$ cat src/rtl/regfile_wb_arbiter_pkg.sv
// Shared writeback constants and helpers. The regfile and the hazard unit use the same
// hardwired-register definitions.
package regfile_wb_arbiter_pkg;

    localparam logic [4:0]  REG_ZERO       = 5'd0;
    localparam logic [4:0]  REG_ONE        = 5'd1;
    localparam logic [4:0]  REG_PC         = 5'd31;
    localparam logic [31:0] HARDWIRED_MASK = 32'h8000_0003;

    typedef enum logic [1:0] {
        GNT_NONE = 2'd0,
        GNT_EX   = 2'd1,
        GNT_LD   = 2'd2
    } grant_e;

    typedef struct packed {
        logic [4:0]  addr;
        logic [31:0] data;
    } wb_req_t;

    function automatic logic is_hardwired(input logic [4:0] addr);
        return (addr == REG_ZERO) || (addr == REG_ONE) || (addr == REG_PC);
    endfunction

    function automatic logic [31:0] decode_mask(input logic [4:0] addr, input logic en);
        logic [31:0] m;
        m = 32'd0;
        if (en) begin
            m[addr] = 1'b1;
        end else begin
            m = 32'd0;
        end
        return m;
    endfunction

endpackage

$ cat src/rtl/regfile_wb_starve_ctr.sv
// Saturating count of consecutive cycles the EX requester was refused; raises force_o once
// EX has waited MAX_WAIT cycles so the arbiter lets it through.
module regfile_wb_starve_ctr #(
    parameter int MAX_WAIT = 3
) (
    input  logic clk,
    input  logic rst,
    input  logic ex_valid_i,
    input  logic ex_ready_i,
    output logic force_o
);

    localparam int              WW       = (MAX_WAIT < 1) ? 1 : $clog2(MAX_WAIT + 1);
    localparam logic [WW-1:0]   WAIT_MAX = WW'(MAX_WAIT);

    logic [WW-1:0] wait_q;
    logic [WW-1:0] wait_d;

    // Next wait value: count refusals, clear on transfer or idle EX.
    always_comb begin
        wait_d = wait_q;
        if (ex_valid_i && !ex_ready_i) begin
            if (wait_q == WAIT_MAX) begin
                wait_d = wait_q;
            end else begin
                wait_d = wait_q + WW'(1);
            end
        end else begin
            wait_d = {WW{1'b0}};
        end
    end

    // Wait register with synchronous reset.
    always_ff @(posedge clk) begin
        if (rst) begin
            wait_q <= {WW{1'b0}};
        end else begin
            wait_q <= wait_d;
        end
    end

    assign force_o = (wait_q == WAIT_MAX);

endmodule

$ cat src/rtl/regfile_wb_arbiter.sv
// Arbitrates the single regfile write port between EX results and returning loads (LD wins
// by default, EX is forced through after MAX_WAIT refusals) and exports a pending-write bitmap.
module regfile_wb_arbiter
    import regfile_wb_arbiter_pkg::*;
#(
    parameter int MAX_WAIT = 3,
    parameter int CNT_W    = 16
) (
    input  logic             clk,
    input  logic             rst,
    input  logic             ex_valid,
    output logic             ex_ready,
    input  logic [4:0]       ex_addr,
    input  logic [31:0]      ex_data,
    input  logic             ld_valid,
    output logic             ld_ready,
    input  logic [4:0]       ld_addr,
    input  logic [31:0]      ld_data,
    input  logic             hold,
    output logic             rf_we,
    output logic [4:0]       rf_addrw,
    output logic [31:0]      rf_wdata,
    output logic [31:0]      pending,
    output logic [CNT_W-1:0] dropped
);

    localparam logic [CNT_W-1:0] CNT_ONES = {CNT_W{1'b1}};

    grant_e           grant_s;
    wb_req_t          win_s;
    logic             xfer_s;
    logic             force_s;

    logic             we_q,      we_d;
    logic [4:0]       addrw_q,   addrw_d;
    logic [31:0]      wdata_q,   wdata_d;
    logic [CNT_W-1:0] dropped_q, dropped_d;

    regfile_wb_starve_ctr #(
        .MAX_WAIT (MAX_WAIT)
    ) u_starve_ctr (
        .clk        (clk),
        .rst        (rst),
        .ex_valid_i (ex_valid),
        .ex_ready_i (ex_ready),
        .force_o    (force_s)
    );

    // Grant selection: LD priority unless EX has starved long enough.
    always_comb begin
        grant_s = GNT_NONE;
        if (rst || hold) begin
            grant_s = GNT_NONE;
        end else if (ex_valid && ld_valid) begin
            grant_s = force_s ? GNT_EX : GNT_LD;
        end else if (ex_valid) begin
            grant_s = GNT_EX;
        end else if (ld_valid) begin
            grant_s = GNT_LD;
        end else begin
            grant_s = GNT_NONE;
        end
    end

    assign ex_ready = (grant_s == GNT_EX);
    assign ld_ready = (grant_s == GNT_LD);
    assign xfer_s   = (grant_s != GNT_NONE);

    // Winning request mux.
    always_comb begin
        win_s = '{addr: 5'd0, data: 32'd0};
        case (grant_s)
            GNT_EX:  win_s = '{addr: ex_addr, data: ex_data};
            GNT_LD:  win_s = '{addr: ld_addr, data: ld_data};
            default: win_s = '{addr: 5'd0, data: 32'd0};
        endcase
    end

    // Next output-register state; hardwired targets are swallowed and counted instead.
    always_comb begin
        we_d      = 1'b0;
        addrw_d   = addrw_q;
        wdata_d   = wdata_q;
        dropped_d = dropped_q;
        if (xfer_s) begin
            if (is_hardwired(win_s.addr)) begin
                if (dropped_q != CNT_ONES) begin
                    dropped_d = dropped_q + CNT_W'(1);
                end else begin
                    dropped_d = dropped_q;
                end
            end else begin
                we_d    = 1'b1;
                addrw_d = win_s.addr;
                wdata_d = win_s.data;
            end
        end else begin
            we_d = 1'b0;
        end
    end

    // Output and counter registers with synchronous reset.
    always_ff @(posedge clk) begin
        if (rst) begin
            we_q      <= 1'b0;
            addrw_q   <= 5'd0;
            wdata_q   <= 32'd0;
            dropped_q <= {CNT_W{1'b0}};
        end else begin
            we_q      <= we_d;
            addrw_q   <= addrw_d;
            wdata_q   <= wdata_d;
            dropped_q <= dropped_d;
        end
    end

    // Masking with rst discards a write already in flight when reset lands mid-operation.
    assign rf_we    = we_q & ~rst;
    assign rf_addrw = rst ? 5'd0 : addrw_q;
    assign rf_wdata = rst ? 32'd0 : wdata_q;
    assign dropped  = rst ? {CNT_W{1'b0}} : dropped_q;

    assign pending = (decode_mask(ex_addr, ex_valid)
                    | decode_mask(ld_addr, ld_valid)
                    | decode_mask(rf_addrw, rf_we)) & ~HARDWIRED_MASK;

endmodule

$ cat config.mk
export PLATFORM = sky130hd
export DESIGN_NAME = regfile_wb_arbiter
export DESIGN_NICKNAME = d
export VERILOG_FILES = /design/src/rtl/regfile_wb_arbiter_pkg.sv /design/src/rtl/regfile_wb_starve_ctr.sv /design/src/rtl/regfile_wb_arbiter.sv
export SDC_FILE = /design/constraint.sdc
export NUM_CORES = 1
export LEC_CHECK = 0
export ABC_AREA = 1
export CORE_ASPECT_RATIO = 2
export CORE_MARGIN = 2
export CORE_UTILIZATION = 51
export DETAILED_ROUTE_END_ITERATION = 10
export DONT_BUFFER_PORTS = 1
export PLACE_DENSITY = 0.66
export SETUP_SLACK_MARGIN = 0.05
export SYNTH_ARGS = -nofsm -noshare
export SYNTH_HDL_FRONTEND = slang
export SYNTH_SLANG_ARGS = --single-unit
$ cat constraint.sdc
create_clock -name clk -period 2.5 [get_ports clk]
set_input_delay 0.375 -clock clk [delete_from_list [all_inputs] [get_ports clk]]
set_output_delay 0.375 -clock clk [all_outputs]
set_load 0.01 [all_outputs]
Word level (Yosys, flattened, before mapping) --
Index checks and enable logic that the tools add are counted.
Storage, ports and cells: word-level logic and storage cells 60, bits in registers 56, bits of input ports 79
Cells by class: mux-type cells 19, bitwise operators 7, order comparisons 6, add/sub/neg operators 2, reduce and logical (&&, ||, !) cells 15, equality and inequality tests 6
Operators with widths (count):
- two-way mux 31 bit | 3
- case mux 37 bit (2 select lines) | 1
- OR 31 bit | 2
- two-way mux 32 bit | 1
- less-than comparator 5 x 6 -> 1 bit (second input constant) | 3
- adder 16 x 1 -> 16 bit (second input constant) | 1
- two-way mux 16 bit | 1
- inequality test 16 bit (second input constant) | 1
- demux 1 bit (select 5 bit) | 3
- greater-or-equal comparator 5 x 1 -> 1 bit (second input constant) | 3
- two-way mux 2 bit | 5
- equality test 5 x 1 -> 1 bit (second input constant) | 1
- equality test 5 bit (second input constant) | 1
- logical AND 1 bit | 5
- zero test 5 bit | 1
- two-way mux 5 bit | 1
- equality test 2 bit (second input constant) | 2
- two-way mux 1 bit | 4
- NOT 1 bit | 4
- OR reduction 2 bit | 2
- logical OR 1 bit | 3
- AND reduction 3 bit | 1
- adder 2 x 1 -> 2 bit (second input constant) | 1
- equality test 2 x 1 -> 1 bit (second input constant) | 1
- 4 further kinds | 4

Depth between registers and ports, before layout --
Gate-level depths: netlist of the first run.
depth in word-level cells 11, depth in mapped cells 18, mapped depth without buffers 16

Modules after synthesis --
Synthesis of the first run repeated with hierarchy kept, for this count alone.
Unflattened totals: cells, all modules 651, area total of the unflattened synthesis 4122.7 µm²
Modules (own cells, without submodules):
- regfile_wb_arbiter | instances 1, area an instance 4005.1 µm², cells an instance 634, sequential area each 1081.0 µm²
- regfile_wb_starve_ctr | instances 1, area an instance 117.6 µm², cells an instance 17, sequential area each 40.0 µm²

Worst setup path after synthesis of the first run --
OpenSTA, ideal clock, no wires.
kind register to register, start register u_starve_ctr.wait_q[0], end register wdata_q[10], arrival 2.193 ns, cell stages (with the launch flop) 16, path slack 0.187 ns, library setup time 0.120 ns, buffers on the path 3, clock period less this slack 2.313 ns, cell sequence dfxtp_1 ha_1 o211ai_1 inv_1 ha_1 inv_1 buf_2 nand2_1 nor2_1 nand2_1 nand2_4 nor2_4 nand2_2 buf_6 buf_6 o22ai_2
Between the ends: cells in the longest elaborated chain, start to end 11, elaborated cells between the ends (all ways) 15, classes of those cells 5 x eq/ne; 4 x mux; 1 x bitwise; 5 x reduce/logical
Ends and longest elaborated chain:
- from (decl) | line regfile_wb_starve_ctr.sv:16 | logic [WW-1:0] wait_q;
- from (signal assigned) | line regfile_wb_starve_ctr.sv:36 | wait_q <= {WW{1'b0}};
- from (signal assigned) | line regfile_wb_starve_ctr.sv:38 | wait_q <= wait_d;
- equality test 2 bit (*) | line regfile_wb_starve_ctr.sv:42 | assign force_o = (wait_q == WAIT_MAX);
- two-way mux 2 bit (*) | line regfile_wb_arbiter.sv:55 | grant_s = force_s ? GNT_EX : GNT_LD;
- two-way mux 2 bit (*) | line regfile_wb_arbiter.sv:54 | end else if (ex_valid && ld_valid) begin
- two-way mux 2 bit (*) | line regfile_wb_arbiter.sv:52 | if (rst || hold) begin
- equality test 2 bit / equality test 2 x 1 -> 1 bit (equally long branches) | line regfile_wb_arbiter.sv:72 | case (grant_s)
- case mux 37 bit (2 select lines) | line regfile_wb_arbiter.sv:72
- equality test 5 x 1 -> 1 bit / zero test 5 bit (equally long branches) | line regfile_wb_arbiter_pkg.sv:22 | return (addr == REG_ZERO) || (addr == REG_ONE) || (addr == REG_PC);
- logical OR 1 bit (2 in series) | line regfile_wb_arbiter_pkg.sv:22
- NOT 1 bit (no line)
- AND reduction 2 bit (no line)
- to (signal assigned) | line regfile_wb_arbiter.sv:112 | wdata_q <= wdata_d;
- to (decl) | line regfile_wb_arbiter.sv:36 | logic [31:0] wdata_q, wdata_d;
Every way passes the cells marked *; elsewhere a longest branch is shown, timed or not. A chain may end at the register's enable or synchronous reset.

Worst setup path after layout of the first run --
start register u_starve_ctr.wait_q[0], end register addrw_q[4]
Between the ends: cells in the longest elaborated chain, start to end 11, elaborated cells between the ends (all ways) 15, classes of those cells 5 x eq/ne; 4 x mux; 1 x bitwise; 5 x reduce/logical
Ends and longest elaborated chain:
- equality test 2 bit (*) | line regfile_wb_starve_ctr.sv:42
- two-way mux 2 bit (*) | line regfile_wb_arbiter.sv:55
- two-way mux 2 bit (*) | line regfile_wb_arbiter.sv:54
- two-way mux 2 bit (*) | line regfile_wb_arbiter.sv:52
- equality test 2 bit / equality test 2 x 1 -> 1 bit (equally long branches) | line regfile_wb_arbiter.sv:72
- case mux 37 bit (2 select lines) | line regfile_wb_arbiter.sv:72
- equality test 5 x 1 -> 1 bit / zero test 5 bit (equally long branches) | line regfile_wb_arbiter_pkg.sv:22
- logical OR 1 bit (2 in series) | line regfile_wb_arbiter_pkg.sv:22
- NOT 1 bit (no line)
- AND reduction 2 bit (no line)
- to (signal assigned) | line regfile_wb_arbiter.sv:111 | addrw_q <= addrw_d;
- to (decl) | line regfile_wb_arbiter.sv:35 | logic [4:0] addrw_q, addrw_d;
Marks and branches as above.

==> results of run 1 <==
-- repair_timing --
item | CTS | global route
cloned | 0 | 1
endpoints found under the setup margin | 4 | 54
hold buffers | 0 | 0
pin swaps | 0 | 2
resized for setup | 1 | 7
setup buffers | 0 | 3
-- worst register-to-register path, delay by kind of cell (launching register included) --
kind,cells,cell delay (ns)
DFF,1,0.32
and+or+nand+nor,6,0.61
AOI/OAI and AO/OA,2,0.30
buffers and inverters,4,0.36
adders and majority gates,2,0.56
-- metal layers --
metal | vias to the layer above | global-route usage, % | part of all wire [%] | routed length [um]
li1 | 2046 | - | - | -
met3 | 38 | 5.04 | 5.2 | 651
met2 | 142 | 51.3 | 56 | 7010
met5 | - | 0 | 0 | 0
met4 | 0 | 14.2 | 4.6 | 576
met1 | 1954 | 26.5 | 34 | 4240
-- cell usage after synthesis, types with 2 or more instances --
master	instances	area share [%]
nand2_1	187	17
inv_1	95	8.5
dfxtp_1	56	27
nor2_1	49	4.4
a22o_1	32	6.7
o22ai_2	30	8.9
nand3_1	23	2.7
nor3_1	22	2.6
nand4_1	18	2.7
clkbuf_1	15	1.3
o221ai_1	15	3.1
a21oi_2	8	1.7
buf_6	8	2.1
buf_4	7	1.2
o21ai_0	7	0.83
buf_2	6	0.71
xor2_1	6	1.2
a21oi_1	5	0.60
a22oi_1	5	0.89
ha_1	5	1.5
nand2_2	5	0.74
o211ai_1	5	0.89
nor2_4	3	0.80
o22ai_1	3	0.45
nand2_4	2	0.54
o21ai_1	2	0.24
-- power breakdown --
group	leakage (nW)	switching [W]	internal [W]
logic	1.44	0.000129	0.0000650
clock network	0.0815	0.000325	0.000477
registers	0.451	0.00000378	0.000897
-- kinds of logic (layout without fill, tap and decap cells) --
logic type / after synthesis / in the layout / synth area share (%)
compound gates: 112 / 112 / 24.3
xor+xnor: 7 / 7 / 1.46
fa+ha+maj: 5 / 5 / 1.49
buf+inv: 132 / 128 / 14.0
flops: 56 / 56 / 26.7
mux: 1 / 1 / 0.238
other cells: 1 / 3 / 0.0892
simple gates: 311 / 311 / 31.8
-- worst paths after layout --
path / startpoint / to / depth (start not counted)
setup / recovery: u_starve_ctr.wait_q[0] / addrw_q[4] / 14
hold reg to reg: dropped_q[15] / dropped_q[15] / 2
setup reg to reg: u_starve_ctr.wait_q[0] / addrw_q[4] / 14
hold / removal: rst / dropped_q[5] / 1
-- layout make-up --
type,instances,area (um^2),share of cell area (%)
Sequential cell,56,1120,24.8
Clock buffer,6,129,2.85
Inverter,95,357,7.88
Multi-Input combinational cell,439,2520,55.7
Timing Repair Buffer,25,238,5.25
Tap cell,96,120,2.65
Clock inverter,2,38.8,0.857
-- flip-flops by register name, indices dropped and copies added, names as in the netlist --
name                 cells
wdata_q                 32
dropped_q               16
we_q                     1
addrw_q                  5
u_starve_ctr.wait_q      2
-- stage by stage --
stage	worst slack (ns)	power [W]	cell area, um^2	util, %
4_1_cts	0.0345	0.00191	4450	56.0
5_1_grt	0.0412	0.00196	4530	57.0
3_5_place_dp	0.0360	0.00111	4280	53.9
3_3_place_gp	0.104	0.00111	4280	53.9
6_report	0.271	0.00190	4530	57.0
2_1_floorplan	0.187	0.00108	4210	-
==> flow_summary.json, run 1 <==
{
  "layout_commonest_cell": "nand2_1",
  "place.gp.congestion": 0.932,
  "drtAntennaViolNets": 0,
  "dp_hpwl_um": 9750,
  "finalSetupViolations": 0,
  "clock_skew_ns": 0.00585,
  "drtIter0Drc": 208,
  "antenna_found_initial": 0,
  "grt_pass1_vias": 3993,
  "peakVddDrop_mv": 0.329,
  "cts_buffer_depth": 2,
  "wl_per_cell_um": 17.4,
  "cp_top_family": "simple AND/OR/NAND/NOR gates",
  "r2r_slack_ns": 0.27,
  "nets": 706,
  "cpMostUsedCell": "nand2_1",
  "synth_edf_count": 0,
  "max_slew.worst_pin.slew_ns": 0.601,
  "drc": 0,
  "crit_path_start_kind": "flop",
  "synthArstFlopShare_pct": 0,
  "chipHeight_um": 132,
  "leakagePower_nw": 1.98,
  "layout-drive-gt1-share_pct": 13.8,
  "totalWireLength_um": 12500,
  "report.final.slew_viol_count": 0,
  "htreeDepth": 2,
  "relSlewSlack_pct": 59.6,
  "clkTransAtPathRegs_ns": 0.07,
  "worstPathArrival_ns": 2.42,
  "critical_path.slowest_cell": "ha_2",
  "syn_to_final_growth_pct": 7.68,
  "crit_chain": "ha_2, o211ai_1, inv_1, ha_2, inv_2, nand2_1, nor2_1, nand2_1, nand2_4, nor2_4, buf_6, o21ai_0, nand2_1, inv_1",
  "cts_tree": "done",
  "synth-seq-area-share_pct": 26.7,
  "rows": 46,
  "core_um2": 7940,
  "tns_ns": 0,
  "path_buf_inv": 4,
  "die_w_um": 68.2,
  "synthesis.area_um2": 4200,
  "dieArea_um2": 9030,
  "hold_class": "primary input to flop",
  "ys_ff_latch": 56,
  "layout_min_cycle_time_ns": 2.23,
  "gr-usage-all-layers_pct": 27.4,
  "clk_latency_ns": 0.29,
  "holdWs_ns": 0.147,
  "overflow": 0,
  "numPortBuffers": 0,
  "required_ns": 2.69,
  "synth.distinct_cells": 32,
  "rsz0062_at_grt": "yes",
  "cts_made_buffers": 5,
  "ioPinCount": 167,
  "yosys_warnings": 0,
  "slowest_delay_ns": 0.35,
  "initial_utilization_pct": 52.9,
  "first_pass_iters": 4,
  "cts.sinks": 56,
  "powerDensity_nw_per_um2": 419,
  "hold_viol_final": 0,
  "routed_via_density": 5.81,
  "grt_max_degree": 37,
  "critPathKind": "flop to flop",
  "synth-main-ff-cell": "dfxtp_1",
  "layout_common_cells": "187 x nand2_1, 94 x inv_1, 56 x dfxtp_1, 49 x nor2_1, 32 x a22o_1",
  "syn_area_per_cell_um2": 6.73,
  "crit_fanout": 10,
  "status": "complete, no violations",
  "fillers": 804,
  "finalCritPeriodShare_pct": 89.2,
  "root_buffer": "clkbuf_16",
  "endpoint_kind": "flop",
  "drv_cap": 0,
  "synth_cells": 625,
  "placedCellCount": 707,
  "grt_pass1_wl_um": 19000,
  "vias": 4180,
  "antennaDiodeCount": 0,
  "clock.fmax_mhz": 449,
  "fin_cells": 719
}
Power figures use the tool's default switching activity.
==> run 2: changes to the inputs <==
clock period = 2.4 ns   (was 2.5 ns; I/O delays follow)
==> run 2 against run 1 <==
Fmax is 1.2% higher. Wire length decreased by 0.22%. Worst setup slack worse by 0.074 ns. Count of clock-buffer cells in the layout fell by 1. Combinational power up 8%. Hold slack worse by 0.012 ns. Power rose by 0.50%. Core utilization rose by 0.83 points.
==> flow_summary.json, run 2 (same netlist as run 1, synthesis figures left out) <==
{
  "chipHeight_um": 132,
  "power.share.clock_pct": 39.8,
  "htreeDepth": 2,
  "power_frac_comb_pct": 11.0,
  "totalWireLength_um": 12500,
  "layout_common_cells": "185 x nand2_1, 94 x inv_1, 54 x dfxtp_1, 48 x nor2_1, 32 x a22o_1",
  "status": "complete, no violations",
  "utilization_pct": 57.8,
  "largest_register_ff_count": 32,
  "nets": 714,
  "drc": 0,
  "worstPathArrival_ns": 2.43,
  "layout-drive-gt1-share_pct": 16.0,
  "core_um2": 7940,
  "ioPinCount": 167,
  "dieArea_um2": 9030,
  "finalCritPeriodShare_pct": 91.8,
  "hold_class": "primary input to flop",
  "routed_via_density": 5.87,
  "multi_input_area_um2": 2560,
  "finalSetupViolations": 0,
  "layout_commonest_cell": "nand2_1",
  "endpoint_kind": "flop",
  "clkTransAtPathRegs_ns": 0.08,
  "critPathKind": "flop to flop",
  "startpoint": "u_starve_ctr.wait_q[0]",
  "die_w_um": 68.2,
  "wl_per_cell_um": 17.1,
  "crit_chain": "ha_4, o211ai_1, buf_4, ha_4, nand2_1, nand2_1, o21ai_1, nand2_1, nand2_4, nor2_4, nand2_4, buf_12, buf_4, o22ai_2",
  "peakVddDrop_mv": 0.250,
  "hold_viol_final": 0,
  "root_buffer": "clkbuf_16",
  "grt_max_degree": 37,
  "crit_path_start_kind": "flop",
  "fin_cells": 727,
  "antennaDiodeCount": 0,
  "clk_latency_ns": 0.29,
  "numPortBuffers": 0,
  "rows": 46,
  "p_sw_share_pct": 26.5,
  "overflow": 0,
  "tns_ns": 0,
  "max_slew.worst_pin.slew_ns": 0.595,
  "layout_min_cycle_time_ns": 2.20,
  "grt_pass1_wl_um": 18700,
  "required_ns": 2.62,
  "cts_tree": "done",
  "drtAntennaViolNets": 0,
  "drtIter0Drc": 264,
  "placedCellCount": 712,
  "holdBufCountCts": 0,
  "gr-usage-all-layers_pct": 26.7,
  "critical_path.slowest_cell": "dfxtp_2",
  "leakagePower_nw": 2.01,
  "antenna_found_initial": 0,
  "syn_to_final_growth_pct": 9.26,
  "dp_hpwl_um": 9700,
  "clock_skew_ns": 0.00339,
  "r2r-start": "u_starve_ctr.wait_q[0]",
  "place.gp.congestion": 0.959,
  "top_register": "wdata_q",
  "cts_buffer_depth": 2,
  "slowest_delay_ns": 0.34,
  "initial_utilization_pct": 52.9,
  "cts.sinks": 56,
  "report.final.slew_viol_count": 0,
  "min_from": "rst",
  "first_pass_iters": 5,
  "cpMostUsedCell": "nand2_1",
  "power_frac_seq_pct": 49.3,
  "p_switching_w": 0.000505,
  "clock.fmax_mhz": 454,
  "fillers": 835,
  "cts_made_buffers": 5,
  "vias": 4268,
  "relSlewSlack_pct": 60.0,
  "drv_cap": 0,
  "powerDensity_nw_per_um2": 415,
  "crit_fanout": 10,
  "rsz0062_at_grt": "no",
  "reg.largest.list": "wdata_q x32, dropped_q x16, addrw_q x5",
  "p_int_w": 0.00140,
  "seqCellArea_um2": 1120,
  "grt_pass1_vias": 3970
}
==> run 2: cell count changes in the layout (fill, tap and decap cells not counted), moves of 2 or more <==
cell / before / now
buf_4: 20 / 28
nand2_2: 4 / 6
ha_4: 1 / 3
nand2_1: 187 / 185
dfxtp_2: 0 / 2
dfxtp_1: 56 / 54
ha_2: 2 / 0
==> run 2: power by group through the flow <==
stage          registers (W)  logic, W  clock network [W]
4_1_cts             0.000938  0.000198           0.000774
5_1_grt             0.000940  0.000228           0.000815
3_5_place_dp        0.000960  0.000197                  0
3_3_place_gp        0.000959  0.000193                  0
2_1_floorplan       0.000959  0.000169                  0
6_report            0.000939  0.000209           0.000758
==> run 2: cell type report <==
type | count | area share (%)
repair buffers | 33 | 6.18
clock buffers | 5 | 2.72
well taps | 96 | 2.62
clock inverters | 3 | 0.599
multi-input cells | 439 | 55.7
flip-flops and latches | 56 | 24.5
inverters | 95 | 7.76
==> run 2: worst paths after layout <==
| path | cells after the start | to | slack, ns |
|---|---|---|---|
| setup / recovery | 14 | wdata_q[29] | 0.20 |
| hold / removal | 1 | dropped_q[4] | 0.13 |
| setup reg to reg | 14 | wdata_q[29] | 0.20 |
| hold reg to reg | 2 | dropped_q[15] | 0.49 |
==> run 2: layer usage <==
layer	vias up	part of all wire (%)	global-route usage, %
met5	-	0	0
met1	1990	36	26.9
met4	0	4.0	13.8
met2	171	55	49.0
li1	2067	-	-
met3	40	5.6	4.78
==> run 2: stage by stage <==
stage	total power (W)	area, um^2	setup WS [ns]	hold WS [ns]
detailed placement	0.00116	4310	0.0212	0.432
global route	0.00198	4590	0.0379	0.115
floorplan	0.00113	4210	0.0871	0.455
global placement	0.00115	4310	0.105	0.432
finish	0.00191	4590	0.197	0.135
CTS	0.00191	4460	0.0680	0.117
==> run 2: critical path, delay by kind of cell (launching register included) <==
| family | cells | cell delay, ns |
|---|---|---|
| fa+ha+maj | 2 | 0.32 |
| buf+inv | 3 | 0.45 |
| simple gates | 6 | 0.66 |
| compound gates | 3 | 0.36 |
| flops | 1 | 0.34 |
==> run 2: repair_timing <==
item,4_1_cts,5_1_grt
buffers inserted,0,7
cloned,0,0
hold endpoints to repair,0,0
setup endpoints to repair,27,55
gates resized for setup,2,14
pin swaps,0,5
